--- src/rtl/sata_link_sup_pkg.sv ---
// Shared types for the SATA link supervisor: FSM state encoding and SStatus.DET codes.
package sata_link_sup_pkg;

   typedef enum logic [2:0] {
      ST_IDLE,
      ST_HOLD,
      ST_RELEASE,
      ST_WAIT,
      ST_UP,
      ST_OFFLINE,
      ST_FAILED
   } state_e;

   localparam logic [3:0] DET_NONE = 4'd0;
   localparam logic [3:0] DET_TRY  = 4'd1;
   localparam logic [3:0] DET_UP   = 4'd3;
   localparam logic [3:0] DET_OFF  = 4'd4;

   function automatic logic [3:0] det_of(input state_e s);
      case (s)
         ST_IDLE:    return DET_NONE;
         ST_UP:      return DET_UP;
         ST_OFFLINE: return DET_OFF;
         default:    return DET_TRY;
      endcase
   endfunction

endpackage

--- src/rtl/link_sup_timer.sv ---
// Loadable saturating up-counter with clear and compare-equal, shared by the
// HOLD, WAIT and link-loss filter phases of the supervisor.
module link_sup_timer #(
   parameter int TIMER_BITS = 20
) (
   input  logic                  clk,
   input  logic                  rst_n,
   input  logic                  clr_i,
   input  logic                  load_i,
   input  logic [TIMER_BITS-1:0] load_val_i,
   input  logic                  inc_i,
   input  logic [TIMER_BITS-1:0] cmp_i,
   output logic                  eq_o
);

   logic [TIMER_BITS-1:0] count_q;

   // NOTE: non-blocking assignments keep every flop sampling pre-edge values.
   always_ff @(posedge clk or negedge rst_n) begin
      if (!rst_n) begin
         count_q <= '0;
      end else if (clr_i) begin
         count_q <= '0;
      end else if (load_i) begin
         count_q <= load_val_i;
      end else if (inc_i && (count_q != '1)) begin
         count_q <= count_q + TIMER_BITS'(1);
      end
   end

   assign eq_o = (count_q == cmp_i);

endmodule

--- src/rtl/sata_link_supervisor.sv ---
// SATA link bring-up/recovery supervisor: COMRESET sequencing, link timeout with
// bounded retries, filtered link-loss detection and DET/event reporting.
module sata_link_supervisor
   import sata_link_sup_pkg::*;
#(
   parameter int OFFLINE_CYCLES = 1024,
   parameter int TIMER_BITS     = 20,
   parameter int LINK_TIMEOUT   = 'hFFFFF,
   parameter int MAX_RETRIES    = 3,
   parameter int DOWN_FILTER    = 16
) (
   input  logic       clk,
   input  logic       rst_n,
   input  logic       gtx_ready,
   input  logic       phy_ready,
   input  logic       cmd_comreset,
   input  logic       cmd_offline,
   output logic       set_offline,
   output logic       comreset_send,
   output logic [3:0] det,
   output logic [3:0] retry_cnt,
   output logic       evt_link_up,
   output logic       evt_link_down,
   output logic       evt_fail
);

   state_e                state_q, state_d;
   logic                  set_offline_q, set_offline_d;
   logic                  comreset_q;
   logic [3:0]            det_q;
   logic [3:0]            retry_q, retry_d;
   logic                  evt_up_q, evt_up_d;
   logic                  evt_down_q, evt_down_d;
   logic                  evt_fail_q, evt_fail_d;
   logic                  tmr_clr, tmr_inc, tmr_eq;
   logic [TIMER_BITS-1:0] tmr_cmp;

   link_sup_timer #(.TIMER_BITS(TIMER_BITS)) u_timer (
      .clk        (clk),
      .rst_n      (rst_n),
      .clr_i      (tmr_clr),
      .load_i     (1'b0),
      .load_val_i ('0),
      .inc_i      (tmr_inc),
      .cmp_i      (tmr_cmp),
      .eq_o       (tmr_eq)
   );

   // Compare target kept apart from the FSM so tmr_eq never feeds back into its own block.
   always_comb begin
      tmr_cmp = TIMER_BITS'(DOWN_FILTER);
      case (state_q)
         ST_HOLD: tmr_cmp = TIMER_BITS'(OFFLINE_CYCLES);
         ST_WAIT: tmr_cmp = TIMER_BITS'(LINK_TIMEOUT);
         default: ;
      endcase
   end

   // NOTE: every output of this block gets a default first, so no path can infer a latch.
   always_comb begin
      state_d       = state_q;
      set_offline_d = 1'b0;
      evt_up_d      = 1'b0;
      evt_down_d    = 1'b0;
      evt_fail_d    = 1'b0;
      retry_d       = retry_q;
      tmr_clr       = 1'b0;
      tmr_inc       = 1'b0;

      case (state_q)
         ST_IDLE: begin
            if (gtx_ready) begin
               state_d       = ST_HOLD;
               set_offline_d = 1'b1;
               tmr_clr       = 1'b1;
            end
         end
         ST_HOLD: begin
            if (tmr_eq) begin
               state_d = ST_RELEASE;
               tmr_clr = 1'b1;
            end else begin
               tmr_inc = 1'b1;
            end
         end
         ST_RELEASE: begin
            state_d = ST_WAIT;
            tmr_clr = 1'b1;
         end
         ST_WAIT: begin
            if (phy_ready) begin
               state_d  = ST_UP;
               evt_up_d = 1'b1;
               tmr_clr  = 1'b1;
            end else if (tmr_eq) begin
               tmr_clr = 1'b1;
               if (retry_q < 4'(MAX_RETRIES)) begin
                  state_d       = ST_HOLD;
                  retry_d       = retry_q + 4'd1;
                  set_offline_d = 1'b1;
               end else begin
                  state_d    = ST_FAILED;
                  evt_fail_d = 1'b1;
               end
            end else begin
               tmr_inc = 1'b1;
            end
         end
         ST_UP: begin
            // Timer holds the count of consecutive low samples already seen.
            if (tmr_eq) begin
               state_d       = ST_HOLD;
               evt_down_d    = 1'b1;
               set_offline_d = 1'b1;
               retry_d       = 4'd0;
               tmr_clr       = 1'b1;
            end else if (phy_ready) begin
               tmr_clr = 1'b1;
            end else begin
               tmr_inc = 1'b1;
            end
         end
         default: ;
      endcase

      if (cmd_offline) begin
         state_d       = ST_OFFLINE;
         set_offline_d = 1'b1;
         evt_up_d      = 1'b0;
         evt_down_d    = 1'b0;
         evt_fail_d    = 1'b0;
         tmr_clr       = 1'b1;
      end else if (!gtx_ready && (state_q != ST_OFFLINE)) begin
         state_d       = ST_IDLE;
         set_offline_d = 1'b0;
         evt_up_d      = 1'b0;
         evt_down_d    = 1'b0;
         evt_fail_d    = 1'b0;
         retry_d       = 4'd0;
         tmr_clr       = 1'b1;
      end else if (cmd_comreset) begin
         state_d       = ST_HOLD;
         set_offline_d = 1'b1;
         evt_up_d      = 1'b0;
         evt_down_d    = 1'b0;
         evt_fail_d    = 1'b0;
         retry_d       = 4'd0;
         tmr_clr       = 1'b1;
      end
   end

   always_ff @(posedge clk or negedge rst_n) begin
      if (!rst_n) begin
         state_q       <= ST_IDLE;
         set_offline_q <= 1'b0;
         comreset_q    <= 1'b0;
         det_q         <= DET_NONE;
         retry_q       <= 4'd0;
         evt_up_q      <= 1'b0;
         evt_down_q    <= 1'b0;
         evt_fail_q    <= 1'b0;
      end else begin
         state_q       <= state_d;
         set_offline_q <= set_offline_d;
         comreset_q    <= (state_d == ST_RELEASE);
         det_q         <= det_of(state_d);
         retry_q       <= retry_d;
         evt_up_q      <= evt_up_d;
         evt_down_q    <= evt_down_d;
         evt_fail_q    <= evt_fail_d;
      end
   end

   assign set_offline   = set_offline_q;
   assign comreset_send = comreset_q;
   assign det           = det_q;
   assign retry_cnt     = retry_q;
   assign evt_link_up   = evt_up_q;
   assign evt_link_down = evt_down_q;
   assign evt_fail      = evt_fail_q;

endmodule

--- config.mk ---
export PLATFORM = sky130hd
export DESIGN_NAME = sata_link_supervisor
export DESIGN_NICKNAME = d
export VERILOG_FILES = /design/src/rtl/sata_link_sup_pkg.sv /design/src/rtl/link_sup_timer.sv /design/src/rtl/sata_link_supervisor.sv
export SDC_FILE = /design/constraint.sdc
export NUM_CORES = 1
export LEC_CHECK = 0
export CORE_MARGIN = 8
export CORE_UTILIZATION = 55
export DETAILED_ROUTE_END_ITERATION = 6
export PLACE_DENSITY = 0.84
export SLEW_MARGIN = 25
export SYNTH_ARGS = -nofsm -noshare
export SYNTH_HDL_FRONTEND = slang
export SYNTH_HIERARCHICAL = 1
export SYNTH_SLANG_ARGS = --single-unit
--- constraint.sdc ---
create_clock -name clk -period 4.4 [get_ports clk]
set_input_delay 0.88 -clock clk [delete_from_list [all_inputs] [get_ports clk]]
set_output_delay 0.88 -clock clk [all_outputs]
set_load 0.05 [all_outputs]
Yosys cells after proc, flatten, opt, wreduce, memory -nomap -nowiden
Index checks and enable logic that the tools add are counted.
- bits in registers: 36
- input port bits: 6
- output and inout port bits: 13
- logic and storage cells: 86
- add/sub/neg operators: 2
- order comparisons: 1
- equal/unequal tests: 10
- muxes and demuxes: 58
- reductions and logical operators: 6
- operators by type and width (cell ; number):
    2-to-1 mux 20 bit ; 2
    one-hot mux 20 bit (2 select lines) ; 1
    2-to-1 mux 1 bit ; 33
    2-to-1 mux 4 bit ; 7
    2-to-1 mux 3 bit ; 9
    adder 20 x 1 -> 20 bit (second input constant) ; 1
    equality test 20 bit ; 1
    inequality test 20 bit (second input constant) ; 1
    one-hot mux 3 bit (5 select lines) ; 1
    equality test 3 x 2 -> 1 bit (second input constant) ; 3
    equality test 3 bit (second input constant) ; 3
    one-hot mux 3 bit (3 select lines) ; 1
    one-hot mux 4 bit (2 select lines) ; 1
    zero test 3 bit ; 2
    one-hot mux 1 bit (3 select lines) ; 2
    one-hot mux 1 bit (5 select lines) ; 1
    adder 4 x 1 -> 4 bit (second input constant) ; 1
    less-than comparator 4 x 2 -> 1 bit (second input constant) ; 1
    equality test 3 x 1 -> 1 bit (second input constant) ; 1
    inequality test 3 bit (second input constant) ; 1
    logical AND 1 bit ; 2
    nonzero test 2 bit ; 1
    zero test 1 bit ; 1

Logic depth before layout (Yosys ltp)
Gate-level depths: netlist (run 1).
- depth in word-level cells: 11
- depth in mapped cells: 16
- mapped depth without buffers: 14

By module
Netlist (run 1), hierarchy kept.
- by module, submodules not included (module ; times used ; cells each ; area each (um2) ; sequential area each (um2)):
    link_sup_timer ; 1 ; 185 ; 1620.3 ; 500.5
    sata_link_supervisor ; 1 ; 88 ; 849.6 ; 375.4

Worst setup path after synthesis (run 1)
OpenSTA, ideal clock, no wires.
- kind: reg-to-reg
- from: reg state_q[2]
- to: reg u_timer.count_q[14]
- arrival time: 3.070 ns
- data required time: 4.305 ns
- setup slack: 1.235 ns
- stages on the path, launching flop included: 16
- buffers on the path: 1
- cells stage by stage: dfrtp_1 nand3b_1 inv_1 xor2_1 nor4_1 nand3_1 nor3_1 buf_6 nor2_1 o21ai_0 nand3_1 nand2_1 nor2_1 a31oi_1 a211oi_1 o31ai_1
- word-level cells in the longest chain between the ends: 10
- ends and longest elaborated chain (item ; RTL line ; text):
    start: declaration ; sata_link_supervisor.sv:27 ; state_e state_q, state_d;
    start signal: assignment ; sata_link_supervisor.sv:163 ; state_q <= state_d;
    equality test 3 x 2 -> 1 bit / equality test 3 x 1 -> 1 bit (equally long branches) ; sata_link_supervisor.sv:52 ; case (state_q)
    one-hot mux 20 bit (2 select lines) (*) ; sata_link_supervisor.sv:52 ;
    net tmr_cmp[0] ; sata_link_supervisor.sv:36 ; logic [TIMER_BITS-1:0] tmr_cmp;
    equality test 20 bit (*) ; link_sup_timer.sv:31 ; assign eq_o = (count_q == cmp_i);
    net tmr_eq ; sata_link_supervisor.sv:35 ; logic tmr_clr, tmr_inc, tmr_eq;
    2-to-1 mux 1 bit ; sata_link_supervisor.sv:79, sata_link_supervisor.sv:95 ;
    2-to-1 mux 1 bit ; sata_link_supervisor.sv:91 ; if (phy_ready) begin
    one-hot mux 1 bit (5 select lines) (*) ; sata_link_supervisor.sv:70 ; case (state_q)
    2-to-1 mux 1 bit (*) ; sata_link_supervisor.sv:141 ; end else if (cmd_comreset) begin
    2-to-1 mux 1 bit (*) ; sata_link_supervisor.sv:133 ; end else if (!gtx_ready && (state_q != ST_OFFLINE)) begin
    2-to-1 mux 1 bit (*) ; sata_link_supervisor.sv:126 ; if (cmd_offline) begin
    net tmr_clr ; sata_link_supervisor.sv:35 ;
    2-to-1 mux 20 bit / nonzero test 2 bit (equally long branches) ; n/a ;
    end signal: assignment ; link_sup_timer.sv:25 ; count_q <= load_val_i;
    end signal: assignment ; link_sup_timer.sv:27 ; count_q <= count_q + TIMER_BITS'(1);
    end: declaration ; link_sup_timer.sv:16 ; logic [TIMER_BITS-1:0] count_q;
The timed path passes the listed nets; every way through them passes the cells marked *.
A chain may end at the register's enable or synchronous reset.

Worst setup path after layout (run 1)
Ends and elaborated chain as after synthesis.

==> results of run 1 <==
==> layer usage <==
metal,part of all wire (%),global-route usage (%),routed length (um),vias up
met2,47,27.4,2680,70
met3,6.0,4.10,342,13
li1,-,-,-,1057
met1,45,21.7,2560,1003
met5,0,0,0,-
met4,2.0,8.47,114,0
==> worst register-to-register path, delay by kind of cell, from the launching register on <==
family,cells,cell delay [ns]
AOI/OAI and AO/OA,4,0.82
xor gates and xnor gates,1,0.17
buffers and inverters,2,0.76
DFF,1,0.52
and+or+nand+nor,8,1.28
==> worst paths after layout <==
check	to	slack (ns)	depth (start not counted)
worst max-delay path	u_timer/count_q[14]	0.77	15
worst min-delay path	retry_cnt[3]	0.56	1
worst max register to register	u_timer/count_q[14]	0.77	15
worst min register to register	retry_cnt[3]	0.56	1
max in group asynchronous	u_timer/count_q[8]	3.08	2
min in group asynchronous	retry_cnt[0]	1.00	2
==> per-stage QoR <==
| step | std cells | total power (uW) | area (sq um) | util [%] | hold WS [ns] |
|---|---|---|---|---|---|
| CTS | 362 | 810 | 2830 | 65.1 | 0.560 |
| global placement | 354 | 538 | 2730 | 62.7 | 0.530 |
| detailed placement | 354 | 543 | 2730 | 62.7 | 0.543 |
| global route | 362 | 847 | 2830 | 65.1 | 0.576 |
| floorplan | 297 | 496 | 2560 | - | 0.535 |
| finish | 362 | 805 | 2830 | 65.1 | 0.559 |
==> cell families (layout without fill, tap and decap cells) <==
family	count (synthesis)	after routing	share of synthesized area, %
multiplexers	4	4	1.67
flip-flops	35	35	35.5
XOR/XNOR	30	30	10.6
AO/OA/AOI/OAI	66	66	20.4
other	1	25	0.152
buffers and inverters	28	41	5.83
adder cells (fa/ha/maj)	2	2	1.01
AND/OR/NAND/NOR	107	107	24.8
==> where the power goes <==
group / switching [uW] / leakage (uW) / internal, uW
sequential: 25.5 / 0.000470 / 336
combinational: 110 / 0.000690 / 68.4
clock: 122 / 0.0000505 / 142
==> layout make-up <==
type                            count  area [sq um]  area share, %
Inverter                           11          41.3           1.46
Multi-Input combinational cell    234          1540           54.3
Sequential cell                    35           876           30.9
Clock inverter                      1          7.51          0.265
Clock buffer                        7          96.3           3.40
Tap cell                           52          65.1           2.30
Timing Repair Buffer               22           208           7.33
==> layout by cell type (no fill, tap or decap), drive strengths merged, types with 2 or more instances in the layout <==
| master | n |
|---|---|
| dfrtp | 35 |
| mux2i | 3 |
| ha | 2 |
| nand2b | 3 |
| o211ai | 9 |
| nor2b | 2 |
| and3 | 5 |
| nand4 | 10 |
| o31ai | 4 |
| nor3 | 17 |
| nor4 | 8 |
| nand2 | 10 |
| and2 | 4 |
| o2111ai | 3 |
| a31oi | 3 |
| o21a | 3 |
| xor2 | 20 |
| xnor2 | 10 |
| o31a | 3 |
| nand3 | 12 |
| o21ai | 8 |
| inv | 11 |
| conb | 25 |
| o221ai | 2 |
| clkdlybuf4s50 | 17 |
| buf | 5 |
| a21oi | 10 |
| nor2 | 24 |
| a211oi | 13 |
| or3 | 2 |
| nor3b | 2 |
| clkbuf | 7 |
==> registers in the layout, indices dropped and copies added (netlist names) <==
signal           flops
comreset_send        1
det                  3
evt_fail             1
evt_link_down        1
evt_link_up          1
retry_cnt            4
set_offline          1
state_q              3
u_timer/count_q     20
==> results.md, run 1 <==
- Status: finished, final reports clean
- Unrepaired setup endpoints after global routing: no
- Die Height: 83.0 um
- CTS max path bufs: 2
- Starting Density: 56.7%
- Count leader, synth: dfrtp_1
- DR vias: 2143
- Minimum clock period after layout: 3.63 ns
- Crit path capture type: flip-flop
- Core area: 4350 sq um
- Slowest cell on the critical path: inv_1
- Number of DRC markers in iteration 0: 208
- Class of the tightest hold or removal check: flip-flop to flip-flop
- H-tree levels: 2
- Vias in the first global route: 2132
- Distinct cells, synth: 61
- Wire length of the first global-routing pass: 10200 um
- Critical path required time: 4.60 ns
- Routed Antenna Nets: 0
- Drt drc: 0
- Crit path setup slack, layout: 0.774 ns
- Detailed placer's ending HPWL: 4080 um
- Worst-path clk slew: 0.08 ns
- Ant diodes: 0
- Row cnt: 24
- Post-synth top cells: dfrtp_1, nor2_1, xor2_1
- Final Hold Viols: 0
- Die ar.: 6890 sq um
- Area grow syn2layout: 14.7%
- Cell taking the most area after synthesis: dfrtp_1
- Worst Path Max Fanout: 17
- Netlist Area Pre-Place: 2470 sq um
- Worst slack, placed: 0.847 ns
- PwrDens: 284 nW/um^2
- Share of cells above drive strength 1: 9.35%
- Relative slew slack: 52.6%
- Die outline width: 83.0 um
- Max Slew Vio Count: 0
- Synth area leaders: dfrtp_1, xor2_1, a211oi_1
- WL per Instance: 15.7 um
- Reg2reg start: state_q[2]
- CP Cell Sequence: nand3b_1, inv_1, xor2_1, nor4_1, nand3_1, nor3_1, buf_4, nor2_1, o21ai_0, nand3_1, nand2_1, nor2_1, a31oi_1, a211oi_1, o31ai_1
- Yosys top cell area share: 35.5%
- Static Leak: 0.00121 uW
- TritonCTS clock tree: built
- Crit-path leading delay family: simple AND/OR/NAND/NOR gates
- Sum of buffers and inverters on the critical path: 2
- Avg Vias per Cell: 5.92
- Critical path arrival: 3.83 ns
- Port Buffers: 17
- CTS Buf Count: 5
- Post-synth EDFFs: 0
- TNS Setup: 0 ns
- Slew @ Worst Pin: 0.711 ns
- CTS Root Cell: clkbuf_8
- Yosys warning count: 6
- Mean area per synthesized cell: 9.05 sq um
- Kind of critical path: flip-flop to flip-flop
- HP Start: retry_cnt[3]
- Max-capacitance violation count: 0
- Initial antenna violation count: 0
- GP Congestion: 0.977
- Register area share after synthesis: 35.5%
- Skew-Pair Late Insertion Delay: 0.30 ns
- Worst setup SP type: flip-flop
- Fmax: 276 MHz
- Total Wirelength: 5700 um
- Layout fillers: 358
- Seq cells post-synth: 35
- GRT Overall Usage: 17.4%
- VDD IR max: 190 uV
- Setup bufs post-CTS: 0
- Final setup fails: 0
- Most used DFF post-synth: dfrtp_1
- Critical path startpoint: state_q[2]
- Post-CTS Hold Buffers: 0
- Num Clock Sinks: 35
- IO Pins: 19
- GRT overflow: 0
- Ratio of final minimum period to clock period: 82.4%
- TritonRoute pass-1 iters: 4
- Crit-path max cell delay: 0.57 ns
- Largest net degree at the start of global routing: 36
- Ys async rst share: 100%
- CTS resizes: 0
- Worst Skew: 0.00841 ns
- Cell count after synthesis: 273
- Nets@finish: 317
No activity file was read; power rests on OpenSTA's default activity.
==> run 2: changes to the inputs <==
- clock period: 4.4 -> 3.5 ns (I/O delays scaled with it)
==> run 2 against run 1 <==
Net effect: sequential power increased by 23%; combinational power increased by 38%; final area grew 1.5%; global-route usage decreased by 0.16 points; via count up 2.5%; hold slack worse by 0.0071 ns; clock power grew 23%; clock-buffer cell count up 1; clock skew is essentially flat; critical path type unchanged; largest cell class unchanged; largest power group unchanged.
==> results.md, run 2 (synthesis gave the netlist of run 1 again) <==
- Die ar.: 6890 sq um (unchanged)
- Crit path setup slack, layout: 0.439 ns (-0.335 ns)
- TritonRoute pass-1 iters: 4 (unchanged)
- HP Start: retry_cnt[2]
- Detailed placer's ending HPWL: 4150 um (+1.6%)
- Nets@finish: 321 (+1.3%)
- Drt drc: 0 (unchanged)
- Row cnt: 24 (unchanged)
- CP Cell Sequence: nand3b_1, inv_1, buf_6, xor2_1, nor4_1, nand3_1, nor3_2, nor2_1, o21ai_0, nand3_1, nand2_1, nor2_1, a31oi_2, a211oi_1, o31ai_1
- Static Leak: 0.00123 uW (+1.9%)
- CTS resizes: 0 (unchanged)
- Starting Density: 56.7% (unchanged)
- Status: finished, final reports clean
- Top reg by flops: u_timer/count_q
- Class of the tightest hold or removal check: flip-flop to flip-flop
- Power, Total: 1020 uW (+26%)
- DR vias: 2197 (+2.5%)
- Skew-Pair Late Insertion Delay: 0.29 ns (about the same)
- Core Util, Final: 66.0% (+0.95 points)
- Final setup fails: 0 (unchanged)
- CTS max path bufs: 2 (unchanged)
- Die outline width: 83.0 um (unchanged)
- CTS Buf Count: 5 (unchanged)
- Design area: 2880 sq um (+1.5%)
- Slowest cell on the critical path: dfrtp_1
- Relative slew slack: 65.9% (+13 points)
- TritonCTS clock tree: built
- Reg2Reg Depth: 15 (unchanged)
- Die Height: 83.0 um (unchanged)
- Worst hold margin: 0.552 ns (-0.00707 ns)
- Total Wirelength: 5890 um (+3.4%)
- IO Pins: 19 (unchanged)
- Worst Skew: 0.00817 ns (-0.000240 ns)
- Final Hold Viols: 0 (unchanged)
- Ratio of final minimum period to clock period: 87.5% (+5.1 points)
- Minimum clock period after layout: 3.06 ns (-0.565 ns)
- Routed Antenna Nets: 0 (unchanged)
- WL per Instance: 16.1 um (+2.3%)
- Fmax: 327 MHz (+18%)
- PwrDens: 354 nW/um^2 (+25%)
- Max Slew Vio Count: 0 (unchanged)
- Largest net degree at the start of global routing: 36 (unchanged)
- Setup bufs post-CTS: 0 (unchanged)
- Critical path depth: 15 (unchanged)
- Crit-path leading delay family: simple AND/OR/NAND/NOR gates
- Vias in the first global route: 2156 (+1.1%)
- Worst Path Max Fanout: 20 (+3)
- Port Buffers: 17 (unchanged)
- Wire length of the first global-routing pass: 10100 um (-0.80%)
- Avg Vias per Cell: 6.00 (+1.4%)
- Critical path startpoint: state_q[2]
- Hold Path Stages: 1 (unchanged)
- Worst setup SP type: flip-flop
- Worst slack, placed: 0.345 ns (-0.502 ns)
- Slew @ Worst Pin: 0.511 ns (-0.199 ns)
- Ant diodes: 0 (unchanged)
- GRT overflow: 0 (unchanged)
- Share of cells above drive strength 1: 10.8% (+1.5 points)
- Max FFs per register: 20 (unchanged)
- Worst-path clk slew: 0.07 ns (about the same)
- Initial antenna violation count: 0 (unchanged)
- Core area: 4350 sq um (unchanged)
- Critical path required time: 3.70 ns (-0.90 ns)
- Reg2reg start: state_q[2]
- VDD IR max: 222 uV (+17%)
- CTS Root Cell: clkbuf_8
- H-tree levels: 2 (unchanged)
- Num Clock Sinks: 35 (unchanged)
- Crit-path max cell delay: 0.37 ns (-0.20 ns)
- Crit path capture type: flip-flop
- Critical path arrival: 3.26 ns (-0.57 ns)
- Post-CTS Hold Buffers: 0 (unchanged)
- Area grow syn2layout: 16.4%
- Commonest non-fill, non-tap cell in the layout: dfrtp_1
- Most frequent cells in the layout: dfrtp_1, conb_1, nor2_1
- Max-capacitance violation count: 0 (unchanged)
- Kind of critical path: flip-flop to flip-flop
- Number of DRC markers in iteration 0: 234 (+13%)
- Sum of buffers and inverters on the critical path: 2 (unchanged)
- GRT Overall Usage: 17.2% (-0.16 points)
- Area after DPL: 2760 sq um (+1.1%)
- GP Congestion: 0.945 (-3.3%)
-- run 2: cell types whose count changed in the layout (fill, tap and decap cells not counted), sizes merged --
cell / previous run / this run
clkbuf: 7 / 8
buf: 5 / 9
clkinvlp: 1 / 0
-- run 2: path summary, 6_finish.rpt --
check,endpoint,slack [ns]
setup / recovery,u_timer/count_q[14],0.44
hold / removal,retry_cnt[2],0.55
setup reg to reg,u_timer/count_q[14],0.44
hold reg to reg,retry_cnt[2],0.55
max in group asynchronous,u_timer/count_q[1],2.33
min in group asynchronous,retry_cnt[1],0.85
-- run 2: final cells by class --
class                   count  area (sq um)
flip-flops and latches     35           876
multi-input cells         234          1550
clock buffers               8           100
fillers                   371          1480
repair buffers             26           241
inverters                  11          41.3
well taps                  52          65.1
-- run 2: layer usage --
metal / vias to the layer above / GRT usage [%] / wire length, um
met5: - / 0 / 0
met4: 0 / 5.59 / 68
met3: 8 / 4.30 / 345
met2: 64 / 27.2 / 2800
met1: 1057 / 22.3 / 2680
li1: 1068 / - / -
-- run 2: power breakdown --
group	switching [uW]	internal, uW	leakage, uW
combinational	153	91.7	0.000711
clock	147	180	0.0000515
sequential	22.6	423	0.000470
-- run 2: metrics by stage --
step	instances	TNS (ns)
floorplan	297	0
global placement	358	0
detailed placement	358	0
CTS	366	0
global route	366	-0.0724
finish	366	0
==> patch 1, RTL diff (config.mk and constraints of run 1) <==
Encoding of `state_e`: now Gray code (3 bits for 7 states).
--- a/src/rtl/sata_link_sup_pkg.sv
+++ b/src/rtl/sata_link_sup_pkg.sv
@@ -2,13 +2,13 @@
 package sata_link_sup_pkg;
 
    typedef enum logic [2:0] {
-      ST_IDLE,
-      ST_HOLD,
-      ST_RELEASE,
-      ST_WAIT,
-      ST_UP,
-      ST_OFFLINE,
-      ST_FAILED
+      ST_IDLE    = 3'b000,
+      ST_HOLD    = 3'b001,
+      ST_RELEASE = 3'b011,
+      ST_WAIT    = 3'b010,
+      ST_UP      = 3'b110,
+      ST_OFFLINE = 3'b111,
+      ST_FAILED  = 3'b101
    } state_e;
 
    localparam logic [3:0] DET_NONE = 4'd0;
Formal check against the unedited RTL: no difference found for any inputs over 10 cycles, from zero or initial values and one cycle with rst_n low; not proved beyond that.
==> patch 1 against run 1 <==
Die area fell by 1.8%. Combinational power up 13%. Critical path depth is 1 lower. Cell area fell by 1.3%. Synthesized area shrank 2.3%. Utilization is essentially flat. Total power down 0.12%. Clock skew rose by 0.00082 ns. Sequential cell count is the same. Wire length decreased by 0.68%. Worst setup slack gained 0.098 ns.
==> patch 1: results (changes against run 1) <==
stage,metric,value,unit,change
outcome,status,"finished, final reports clean",,unchanged
worst_hold_path,WHS Path Cells,1,,unchanged
setup_path,Register-to-Register Path Depth,14,,was 15
clock_tree,Worst-path clk slew,0.08,ns,about the same
power,Lkg Pwr,1.183,nW,was 1.211 nW
placement,placed insts,351,,was 354
timing,Fin Clk Skew,0.009231,ns,was 0.008409 ns
layout,Layout Nets,314,,was 317
drt,initial drt markers,262,,was 208
global_routing,GRT Total Usage,18.50,%,was 17.39%
placement,Post-DP Area,0.002703,mm2,was 0.002730 mm2
drt,Avg Vias per Cell,5.925,,was 5.920
setup_path,FF-to-FF Start,state_q[0]$_DFF_PN0_,,was state_q[2]$_DFF_PN0_
yosys,XOR/XNOR Fraction of Synth Area,11.25,%,was 10.64%
drt,final WL,5659,um,was 5698 um
layout,layout cells sized above 1,9.446,%,was 9.355%
power,worst vdd ir,0.0001887,V,was 0.0001901 V
setup_path,Max Fanout on Critical Path,18,,was 17
yosys,"top cells by area, synth","dfrtp_1, xor2_1, nor2_1",,"was dfrtp_1, xor2_1, a211oi_1"
layout,fin cells,359,,was 362
yosys,Mapped Cells,268,,was 273
yosys,Commonest cells post-synth,"dfrtp_1, nor2_1, xor2_1",,unchanged
yosys,Compound-Gate Fraction of Synth Area,19.80,%,was 20.42%
layout,ant diodes,0,,unchanged
placement,gp weighted congestion,0.9712,,was 0.9767
clock_tree,CTS buffer count,5,,unchanged
yosys,adder-cell area share of the yosys netlist,1.037,%,was 1.013%
setup_path,CP Launch Point,state_q[0]$_DFF_PN0_,,was state_q[2]$_DFF_PN0_
yosys,mux contribution to synthesized area,2.385,%,was 1.672%
global_routing,number of global-route vias before repair,2064,,was 2132
placement,HPWL Detailed,4142,um,was 4084 um
setup_path,flop-to-flop setup slack,0.87,ns,was 0.77 ns
yosys,Synth warnings,6,,unchanged
clock_tree,H-tree levels,2,,unchanged
yosys,register area share after synthesis,36.29,%,was 35.46%
setup_path,CP Data Arrival Time,3.70,ns,was 3.83 ns
yosys,"FF+latch count, synth",35,,unchanged
global_routing,first-pass GRT wire length,9708,um,was 10230 um
yosys,asr flop ratio synth,100.0,%,unchanged
yosys,Cell variety after synth,58,,was 61
timing,slew of the pin with the lowest slew margin,0.5855,ns,was 0.7106 ns
## patch 1: changes by cell type after synthesis, sizes merged, moves of 3 or more
cell    before  now
a21oi       10    7
nand2       10   13
inv         11    8
nand2b       3    6
nor2        24   28
and2         4    0
## patch 1: metal layers
| layer | part of all wire, % | global-route usage, % | vias up |
|---|---|---|---|
| li1 | - | - | 1043 |
| met1 | 44 | 23.26 | 1019 |
| met2 | 48 | 28.35 | 55 |
| met3 | 6.3 | 5.519 | 10 |
| met4 | 1.7 | 8.947 | 0 |
| met5 | 0 | 0 | - |
## patch 1: power by group
group / total [W] / internal, W / switching (W) / leakage (nW)
clock: 0.000243 / 0.000113 / 0.000130 / 0.0443
sequential: 0.000360 / 0.000338 / 0.0000222 / 0.470
combinational: 0.000201 / 0.0000773 / 0.000124 / 0.669
total: 0.000804 / 0.000528 / 0.000276 / 1.18
## patch 1: cell type report
| class | instances | area, um2 |
|---|---|---|
| clock inverters | 3 | 25.02 |
| repair buffers | 22 | 207.7 |
| well taps | 52 | 65.06 |
| multi-input cells | 234 | 1524 |
| inverters | 8 | 30.03 |
| fillers | 347 | 1498 |
| flip-flops and latches | 35 | 875.8 |
| clock buffers | 5 | 68.82 |
## patch 1: worst max-delay path, stage by stage (launching register included)
cell and delay [ns]:
dfrtp_1 0.47, nand2b_1 0.26, nor2_2 0.11, buf_4 0.28, xor2_1 0.19, nor4_1 0.07
nand3_1 0.08, nor3_1 0.04, buf_4 0.16, o211ai_1 0.16, nand4b_1 0.46, nor2_1 0.49
a31oi_1 0.23, a211oi_1 0.28, o31ai_1 0.09
## patch 1: metrics by stage
step                      worst slack, ns  hold slack, ns
after floorplan                    0.5469          0.5348
after CTS                          0.9230          0.5440
after detailed placement           0.8575          0.5243
final                              0.8717          0.5429
after global routing               0.5590          0.5781
after global placement              1.117          0.5209
==> patch 2, RTL diff (settings of run 1) <==
Without the edit above. `TIMER_BITS` is set to 20 in 2 places; all go to 10.
--- a/src/rtl/link_sup_timer.sv
+++ b/src/rtl/link_sup_timer.sv
@@ -1,7 +1,7 @@
 // Loadable saturating up-counter with clear and compare-equal, shared by the
 // HOLD, WAIT and link-loss filter phases of the supervisor.
 module link_sup_timer #(
-   parameter int TIMER_BITS = 20
+   parameter int TIMER_BITS = 10
 ) (
    input  logic                  clk,
    input  logic                  rst_n,
--- a/src/rtl/sata_link_supervisor.sv
+++ b/src/rtl/sata_link_supervisor.sv
@@ -4,7 +4,7 @@
    import sata_link_sup_pkg::*;
 #(
    parameter int OFFLINE_CYCLES = 1024,
-   parameter int TIMER_BITS     = 20,
+   parameter int TIMER_BITS     = 10,
    parameter int LINK_TIMEOUT   = 'hFFFFF,
    parameter int MAX_RETRIES    = 3,
    parameter int DOWN_FILTER    = 16
Check against the original RTL: not equivalent (a bounded check fails within 4 cycles, from zero or initial values and one cycle with rst_n low).
==> patch 2 against run 1 <==
Wire length fell by 35%. Worst setup slack improved by 0.44 ns. First-iteration DRC count fell by 49%. Sequential cell count fell by 10. Synthesized area fell by 32%. Total power fell by 31%. Cell area fell by 32%. Critical path depth fell by 4.
==> patch 2: results (changes against run 1) <==
stage,metric,value,unit,change
outcome,status,"finished, final reports clean",,unchanged
global_routing,GRT met2 Usage,25.31,%,was 27.44%
placement,Post-DP Area,0.001896,mm2,was 0.002730 mm2
setup_path,CP Launch Point,state_q[1]$_DFF_PN0_,,was state_q[2]$_DFF_PN0_
drt,wire per inst,15.28,um,was 15.74 um
drt,routed length on met3,150,um,was 342 um
power,register share of total power,48.5,%,was 45.0%
yosys,mux contribution to synthesized area,3.123,%,was 1.672%
power,worst vdd ir,0.0002408,V,was 0.0001901 V
drt,Avg Vias per Cell,5.975,,was 5.920
timing,Fin Clk Skew,0.001283,ns,was 0.008409 ns
timing,hold slack,0.5011,ns,was 0.5586 ns
power,Clk pwr share,20.5,%,was 32.9%
setup_path,flop-to-flop setup slack,1.22,ns,was 0.77 ns
power,Lkg Pwr,0.8207,nW,was 1.211 nW
layout,Layout Nets,219,,was 317
power,Power Internal,0.0003484,W,was 0.0005472 W
yosys,register area share after synthesis,37.17,%,was 35.46%
clock_tree,CTS buffer count,3,,was 5
yosys,Commonest cells post-synth,"dfrtp_1, nor2_1, a21oi_1",,"was dfrtp_1, nor2_1, xor2_1"
placement,Place WS,1.290,ns,was 0.8467 ns
clock_tree,H-tree levels,1,,was 2
yosys,"top cells by area, synth","dfrtp_1, a21oi_1, xnor2_1",,"was dfrtp_1, xor2_1, a211oi_1"
clock_tree,Worst-path clk slew,0.15,ns,was 0.08 ns
yosys,Syn Area/Cell,9.146,um2,was 9.047 um2
setup_path,CP Capture Point,u_timer/count_q[7]$_DFFE_PN0P_,,was u_timer/count_q[14]$_DFFE_PN0P_
setup_path,Register-to-Register Path Depth,11,,was 15
yosys,Compound-Gate Fraction of Synth Area,18.88,%,was 20.42%
global_routing,largest net degree at the start of global routing,26,,was 36
setup_path,Crit path depth,11,,was 15
clock_tree,root cell of the clock tree,clkbuf_4,,was clkbuf_8
clock_tree,worst skew pair latency,0.33,ns,was 0.30 ns
worst_hold_path,Hold WC Path Type,input pin to async pin,,was register to register
power,Sw Pwr,0.0002094,W,was 0.0002576 W
drt,met2 WL,1862,um,was 2678 um
global_routing,number of global-route vias before repair,1358,,was 2132
global_routing,met1 usage,19.60,%,was 21.68%
global_routing,first-pass GRT wire length,6348,um,was 10230 um
## patch 2: cell count changes after synthesis, moves of 6 or more
cell,delta
xor2_1,-16
a211oi_1,-11
dfrtp_1,-10
nor3_1,-9
nor2_1,-8
nand3_1,-6
o211ai_1,-6
## patch 2: layout make-up
| class | instances | area, um2 |
|---|---|---|
| Clock inverter | 1 | 8.758 |
| Timing Repair Buffer | 18 | 172.7 |
| Clock buffer | 3 | 22.52 |
| Fill cell | 260 | 1051 |
| Multi-Input combinational cell | 155 | 1026 |
| Tap cell | 33 | 41.29 |
| Inverter | 8 | 30.03 |
| Sequential cell | 25 | 625.6 |
## patch 2: worst register-to-register path: stages (launching register included)
cell	delay, ns
dfrtp_1	0.64
nand3b_1	0.27
inv_1	0.39
xnor2_1	0.13
nand4_1	0.11
nor4_1	0.05
buf_4	0.18
nor2_1	0.41
and4_1	0.31
o2111ai_1	0.15
xor2_1	0.18
a211oi_1	0.27
